### config.mk
export PLATFORM = sky130hd
export DESIGN_NAME = demux_scan_ctrl_flat
export DESIGN_NICKNAME = d
export VERILOG_FILES = /design/src/rtl/demux_scan_if.sv /design/src/rtl/demux_scan_ctrl.sv /design/src/flat_wrapper.sv
export SDC_FILE = /design/constraint.sdc
export NUM_CORES = 1
export LEC_CHECK = 0
export CAP_MARGIN = 0
export CORE_UTILIZATION = 49
export CTS_BUF_LIST = sky130_fd_sc_hd__clkbuf_2 sky130_fd_sc_hd__clkbuf_4 sky130_fd_sc_hd__clkbuf_8
export DETAILED_ROUTE_END_ITERATION = 7
export PLACE_DENSITY = 0.77
export RECOVER_POWER = 25
export SYNTH_ARGS = -nofsm -noshare
export SYNTH_HDL_FRONTEND = slang
export SYNTH_SLANG_ARGS = --single-unit
export TNS_END_PERCENT = 20
### constraint.sdc
create_clock -name clk -period 1.7 [get_ports clk]
set_input_delay 0.425 -clock clk [delete_from_list [all_inputs] [get_ports clk]]
set_output_delay 0.425 -clock clk [all_outputs]
set_load 0.02 [all_outputs]
### src/rtl/demux_scan_if.sv
// ============================================================================
//  Module      : demux_scan_if
//  Description : Sample stream into the demux scan sequencer. Plain
//                valid/ready handshake carrying one data bit per transfer.
//                  in_valid  producer -> sequencer   sample present
//                  in_data   producer -> sequencer   sample bit
//                  in_ready  sequencer -> producer   sample can be taken
//  Revision    : 1.0  initial release
// ============================================================================
`default_nettype none

interface demux_scan_if;
  logic in_valid;
  logic in_data;
  logic in_ready;

  modport master (output in_valid, output in_data, input in_ready);
  modport slave  (input in_valid, input in_data, output in_ready);
endinterface

`default_nettype wire

### src/rtl/demux_scan_ctrl.sv
// ============================================================================
//  Module      : demux_scan_ctrl
//  Description : Upstream sequencer for a combinational 1:4 demux. Takes one
//                sample per enabled channel over a valid/ready handshake,
//                drives it on o_a with the channel index on {o_s1,o_s0} for
//                HOLD_CYCLES cycles, then moves to the next enabled channel
//                in ascending order.
//  Ports       : clk            rising-edge clock
//                rst_n          asynchronous active-low reset
//                i_start        begin a frame (honoured in IDLE only)
//                i_stop         abort the running frame
//                i_mask[3:0]    channel enables, latched on accepted start
//                s_in           sample stream (slave side)
//                o_a            demux data input
//                o_s1, o_s0     demux select = channel index
//                o_busy         high whenever not IDLE
//                o_chan_done    one-cycle pulse on bit ch when its hold ends
//                o_frame_done   one-cycle pulse after the last channel
//  Option      : DEMUX_SCAN_LOOP_EN - wrap to the lowest enabled channel
//                instead of returning to IDLE; only stop/reset end a scan.
//  Revision    : 1.0  initial release
// ============================================================================
`default_nettype none

module demux_scan_ctrl #(
  parameter int HOLD_CYCLES = 4,
  parameter int CNT_W       = 8
) (
  input  wire              clk,
  input  wire              rst_n,
  input  wire              i_start,
  input  wire              i_stop,
  input  wire  [3:0]       i_mask,
  demux_scan_if.slave      s_in,
  output logic             o_a,
  output logic             o_s1,
  output logic             o_s0,
  output logic             o_busy,
  output logic [3:0]       o_chan_done,
  output logic             o_frame_done
);

  typedef enum logic [1:0] {
    S_IDLE = 2'd0,
    S_SEL  = 2'd1,
    S_HOLD = 2'd2
  } state_t;

  // Counter loads HOLD_CYCLES-1 on the handshake so that o_a stays valid for
  // exactly HOLD_CYCLES cycles before the terminal (count==0) cycle ends it.
  localparam logic [CNT_W-1:0] c_HOLD_LAST = CNT_W'(HOLD_CYCLES - 1);

  state_t           r_state;
  logic [3:0]       r_mask;
  logic [1:0]       r_sel;       // current channel; forced to 0 in IDLE
  logic [CNT_W-1:0] r_cnt;
  logic             r_a;
  logic             r_in_ready;
  logic             r_busy;
  logic [3:0]       r_chan_done;
  logic             r_frame_done;

  logic [1:0]       w_first_ch;  // lowest enabled channel of the live mask
  logic [1:0]       w_next_ch;   // lowest latched channel above r_sel
  logic             w_next_vld;
  logic             w_start_ok;
  logic             w_hs;
`ifdef DEMUX_SCAN_LOOP_EN
  logic [1:0]       w_wrap_ch;   // lowest latched channel, for wrap-around
`endif

  // Priority searches: iterate downwards so the last hit is the lowest index.
  always_comb begin
    w_first_ch = 2'd0;
    for (int i = 3; i >= 0; i--) begin
      if (i_mask[i]) w_first_ch = 2'(i);
    end
    w_next_ch  = 2'd0;
    w_next_vld = 1'b0;
    for (int i = 3; i >= 0; i--) begin
      if (r_mask[i] && (i > int'(r_sel))) begin
        w_next_ch  = 2'(i);
        w_next_vld = 1'b1;
      end
    end
`ifdef DEMUX_SCAN_LOOP_EN
    w_wrap_ch = 2'd0;
    for (int i = 3; i >= 0; i--) begin
      if (r_mask[i]) w_wrap_ch = 2'(i);
    end
`endif
  end

  // Stop has priority over start when both are present in IDLE.
  assign w_start_ok = i_start & ~i_stop & (|i_mask);
  assign w_hs       = s_in.in_valid & r_in_ready;

  always_ff @(posedge clk or negedge rst_n) begin
    if (!rst_n) begin
      r_state      <= S_IDLE;
      r_mask       <= 4'd0;
      r_sel        <= 2'd0;
      r_cnt        <= '0;
      r_a          <= 1'b0;
      r_in_ready   <= 1'b0;
      r_busy       <= 1'b0;
      r_chan_done  <= 4'd0;
      r_frame_done <= 1'b0;
    end else begin
      r_chan_done  <= 4'd0;
      r_frame_done <= 1'b0;
      if ((r_state != S_IDLE) && i_stop) begin
        // Abort: any sample handshaked this cycle is dropped, no pulses.
        r_state    <= S_IDLE;
        r_sel      <= 2'd0;
        r_a        <= 1'b0;
        r_in_ready <= 1'b0;
        r_busy     <= 1'b0;
      end else begin
        case (r_state)
          S_IDLE: begin
            if (w_start_ok) begin
              r_mask     <= i_mask;
              r_sel      <= w_first_ch;
              r_in_ready <= 1'b1;
              r_busy     <= 1'b1;
              r_state    <= S_SEL;
            end
          end
          S_SEL: begin
            if (w_hs) begin
              r_a        <= s_in.in_data;
              r_in_ready <= 1'b0;
              r_cnt      <= c_HOLD_LAST;
              r_state    <= S_HOLD;
            end
          end
          S_HOLD: begin
            if (r_cnt != '0) begin
              r_cnt <= r_cnt - 1'b1;
            end else begin
              r_a         <= 1'b0;
              r_chan_done <= 4'b0001 << r_sel;
              if (w_next_vld) begin
                r_sel      <= w_next_ch;
                r_in_ready <= 1'b1;
                r_state    <= S_SEL;
              end else begin
                r_frame_done <= 1'b1;
`ifdef DEMUX_SCAN_LOOP_EN
                r_sel      <= w_wrap_ch;
                r_in_ready <= 1'b1;
                r_state    <= S_SEL;
`else
                r_sel      <= 2'd0;
                r_busy     <= 1'b0;
                r_state    <= S_IDLE;
`endif
              end
            end
          end
          default: begin
            r_state    <= S_IDLE;
            r_sel      <= 2'd0;
            r_a        <= 1'b0;
            r_in_ready <= 1'b0;
            r_busy     <= 1'b0;
          end
        endcase
      end
    end
  end

  assign s_in.in_ready = r_in_ready;
  assign o_a           = r_a;
  assign o_s1          = r_sel[1];
  assign o_s0          = r_sel[0];
  assign o_busy        = r_busy;
  assign o_chan_done   = r_chan_done;
  assign o_frame_done  = r_frame_done;

endmodule

`default_nettype wire

### src/flat_wrapper.sv
// flat-port wrapper written by rule: the top's interface ports become plain ports
module demux_scan_ctrl_flat 
#(
  parameter int HOLD_CYCLES = 4,
  parameter int CNT_W       = 8
)
  (clk, rst_n, i_start, i_stop, i_mask, o_a, o_s1, o_s0, o_busy, o_chan_done, o_frame_done, s_in_in_valid, s_in_in_data, s_in_in_ready);
  demux_scan_if s_in_i ();
  input  wire clk;
  input  wire rst_n;
  input  wire i_start;
  input  wire i_stop;
  input  wire  [3:0] i_mask;
  output logic o_a;
  output logic o_s1;
  output logic o_s0;
  output logic o_busy;
  output logic [3:0] o_chan_done;
  output logic o_frame_done;
  input wire logic [$bits(s_in_i.in_valid)-1:0] s_in_in_valid;
  input wire logic [$bits(s_in_i.in_data)-1:0] s_in_in_data;
  output wire logic [$bits(s_in_i.in_ready)-1:0] s_in_in_ready;
  assign s_in_i.in_valid = s_in_in_valid;
  assign s_in_i.in_data = s_in_in_data;
  assign s_in_in_ready = s_in_i.in_ready;
  demux_scan_ctrl #(.HOLD_CYCLES(HOLD_CYCLES), .CNT_W(CNT_W)) u_core (.clk(clk), .rst_n(rst_n), .i_start(i_start), .i_stop(i_stop), .i_mask(i_mask), .s_in(s_in_i), .o_a(o_a), .o_s1(o_s1), .o_s0(o_s0), .o_busy(o_busy), .o_chan_done(o_chan_done), .o_frame_done(o_frame_done));
endmodule
==> summary.md <==
| Metric | Value |
|---|---|
| Iteration count of the initial detailed-routing pass | `4` |
| Die Area | `around 0.0027 mm2` |
| Final cell count without fillers | `roughly 210` |
| Worst-Skew Late Latency | `between 300 and 400 ps` |
| Setup TNS Final | `-2340 ps` |
| Tot Pwr | `around 2.3 mW` |
| CP Capture Point | `u_core.r_cnt[1]$_DFFE_PN0P_` |
| Post-Syn Area | `around 0.0012 mm2` |
| Number of synthesis warnings | `0` |
| Syn Nets | `approximately 140` |
| Yosys top cell by area | `dfrtp_1` |
| CTS Buffer Depth | `2` |
| # DRC | `0` |
| Syn_area_per_cell | `slightly below 10 um2` |
| # diodes | `0` |
| Share of layout cells above drive strength 1 | `0.356` |
| RSZ-0062 raised after global routing | `true` |
| Yosys top cell area share | `0.472` |
| Tmin final | `about 2000 ps` |
| Synth cell types | `40` |
| Sequential share of the synthesized area | `0.472` |
| Status | `complete, but fails checks` |
| Post-DP HPWL | `between 2 and 2.5 mm` |
| Synthesized flop and latch total | `23` |
| Largest net degree at the start of global routing | `24` |
| Clock Root Buffer | `clkbuf_4` |
| Top cells by area, synth | `dfrtp_1 (47%), nand2_1 (4.0%), nor2_1 (4.0%), nor3_1 (3.3%), inv_1 (2.8%)` |
| Max VDD drop | `~0.9 mV` |
| Final GP Congestion | `around 0.85` |
| Most common cell after layout, fill and taps aside | `buf_4` |
| Design Area, Final | `0.00183 mm2` |
| Setup ws final | `-277 ps` |
| Clock skew | `approximately 7.7 ps` |
| LEAKAGE | `~0.91 nW` |
| First-pass GRT wire length | `roughly 5.4 mm` |
| Drt total wl | `3.82 mm` |
| Critical path class | `flip-flop to flip-flop` |
| Violated checks | `setup timing` |
| Syn Inst Count | `~130` |
| R2R Path Start | `u_core.r_cnt[0]$_DFFE_PN0P_` |
| Clk sinks | `23` |
| Chip height | `just over 50 um` |
| Syn-to-layout area delta | `50.2%` |
| Path type of the worst min-delay path | `input pin to flip-flop` |
| 1st-iter DRT viols | `63` |
| Critical Path Source Type | `flip-flop` |
| Vias per cell | `about 6.1` |
| Worst Path Required | `between 1500 and 2000 ps` |
| Core ar. | `between 0.002 and 0.0025 mm2` |
| I/O Buffers | `19` |
| Tcrit/Tclk final | `1.16` |
| CP Capture Type | `flip-flop` |
| Max-slew violations | `0` |
| P per Cell Area | `roughly 1300 mW/mm2` |
| Most frequent cells in the layout | `buf_4 (27), dfrtp_1 (23), nor2_1 (12)` |
| Placed Area | `~0.0016 mm2` |
| Async set-reset flop share out of synthesis | `1.00` |
| Placed Instances | `around 200` |
| Gr usage total | `0.277` |
| Crit path DAT | `2200 ps` |
| Antenna violations before repair | `0` |
| FF-to-FF End | `u_core.r_cnt[1]$_DFFE_PN0P_` |
| Count of final setup violators | `17` |
| FF-to-FF setup slack | `-280 ps` |
| Max Cap Viol | `0` |
| Final hold violation count | `0` |
| Number of routed nets with antenna violations | `0` |
| Row count | `17` |
| CP max FO | `6` |
| Worst setup startpoint | `u_core.r_cnt[0]$_DFFE_PN0P_` |
| IO Pins | `20` |
| Maximum clock rate | `roughly 0.51 GHz` |
| Die Wd | `around 52 um` |
| Grt ovf | `0` |
| H-tree Lvls | `1` |
| Slew Limit Headroom | `0.618` |
| Clock transition at path regs | `130 ps` |
| DR WL/cell | `between 15 and 20 um` |
| Total number of vias | `approximately 1300` |
| Initial core utilization | `0.536` |
| EDFF count, synth | `0` |
| Slew @ Worst Pin | `between 500 and 600 ps` |
| Nets | `193` |
| Worst R2R Path Depth | `8` |
| CTS buffer count | `3` |
| Number of global-route vias before repair | `between 1000 and 1500` |
| Top_reg_cell synth | `dfrtp_1` |
| CTS tree | `yes` |
cells in the mapped netlist (2+ instances only):
master,count
a2111oi_2,2
a21oi_1,6
o21ai_0,4
nand2_1,13
o21ai_1,4
o31ai_1,3
dfrtp_1,23
o21a_1,2
inv_1,9
a31oi_1,3
nor3b_1,2
nor2b_1,2
nor2_1,13
a21o_1,4
xnor2_1,2
buf_2,3
ha_1,2
nor3_1,8
registers in the layout, summed over array words and instances (netlist names):
name,flops
u_core.r_cnt,8
u_core.r_sel,2
u_core.o_frame_done,1
u_core.s_in.in_ready,1
u_core.o_chan_done,4
u_core.r_mask,3
u_core.r_state,2
u_core.o_busy,1
u_core.o_a,1
kinds of logic (layout without fill, tap and decap cells):
kind of cell | Yosys count | in the layout | share of synthesized area
flip-flops | 23 | 23 | 0.472
adder cells (fa/ha/maj) | 2 | 2 | 0.0205
AND/OR/NAND/NOR | 48 | 48 | 0.206
XOR/XNOR | 2 | 2 | 0.0144
buffers and inverters | 12 | 65 | 0.0400
AO/OA/AOI/OAI | 39 | 39 | 0.238
multiplexers | 1 | 1 | 0.00923
routing by layer:
| layer | global-route usage | part of all wire | wire (um) |
|---|---|---|---|
| met1 | 0.366 | 0.40 | 1520 |
| met2 | 0.455 | 0.49 | 1880 |
| met3 | 0.0409 | 0.077 | 292 |
| met4 | 0.104 | 0.031 | 120 |
| met5 | 0 | 0 | 0 |
area by class of cell:
cell class              count  area, um2
multi-input cells          92        688
flip-flops and latches     23        576
repair buffers             52        469
fillers                   140        444
well taps                  28       35.0
inverters                   9       33.8
clock buffers               4       30.0
metrics by stage:
step | hold WS [ps] | setup WS (ps) | util
floorplan | 129 | -63.0 | -
global placement | 462 | -301 | 0.720
detailed placement | 474 | -336 | 0.720
CTS | 451 | -138 | 0.760
global route | 461 | -336 | 0.805
finish | 426 | -277 | 0.805
worst min-delay path by stage:
stage,from,to,depth (start not counted)
2_1_floorplan,rst_n,u_core.o_a$_DFFE_PN0P_,0
3_3_place_gp,u_core.o_busy$_DFFE_PN0P_,u_core.o_busy$_DFFE_PN0P_,1
3_5_place_dp,u_core.o_busy$_DFFE_PN0P_,u_core.o_busy$_DFFE_PN0P_,1
4_1_cts,rst_n,u_core.o_chan_done[1]$_DFF_PN0_,2
5_1_grt,i_mask[2],u_core.r_mask[2]$_DFFE_PN0P_,2
6_report,i_mask[1],u_core.r_mask[1]$_DFFE_PN0P_,3
power by group:
group / switching, mW / total, mW / internal [mW]
clock network: 0.172 / 0.280 / 0.108
logic: 0.673 / 1.23 / 0.559
registers: 0.140 / 0.831 / 0.691
total: 0.985 / 2.34 / 1.36
timing repair:
action | 4_1_cts | 5_1_grt
gates resized for setup | 15 | 22
setup buffers | 6 | 1
pin swaps | 3 | 11
hold buffers | 0 | 0
setup endpoints to repair | 21 | 24
worst max-delay path: stages, from the launching register on:
cell     delay [ps]
dfrtp_1         440
inv_2           100
ha_4            120
or4b_4          520
o21ai_4         200
a21oi_2         130
buf_4           170
nor2_1          120
a21oi_1          70
No activity file was read; power rests on OpenSTA's default activity.
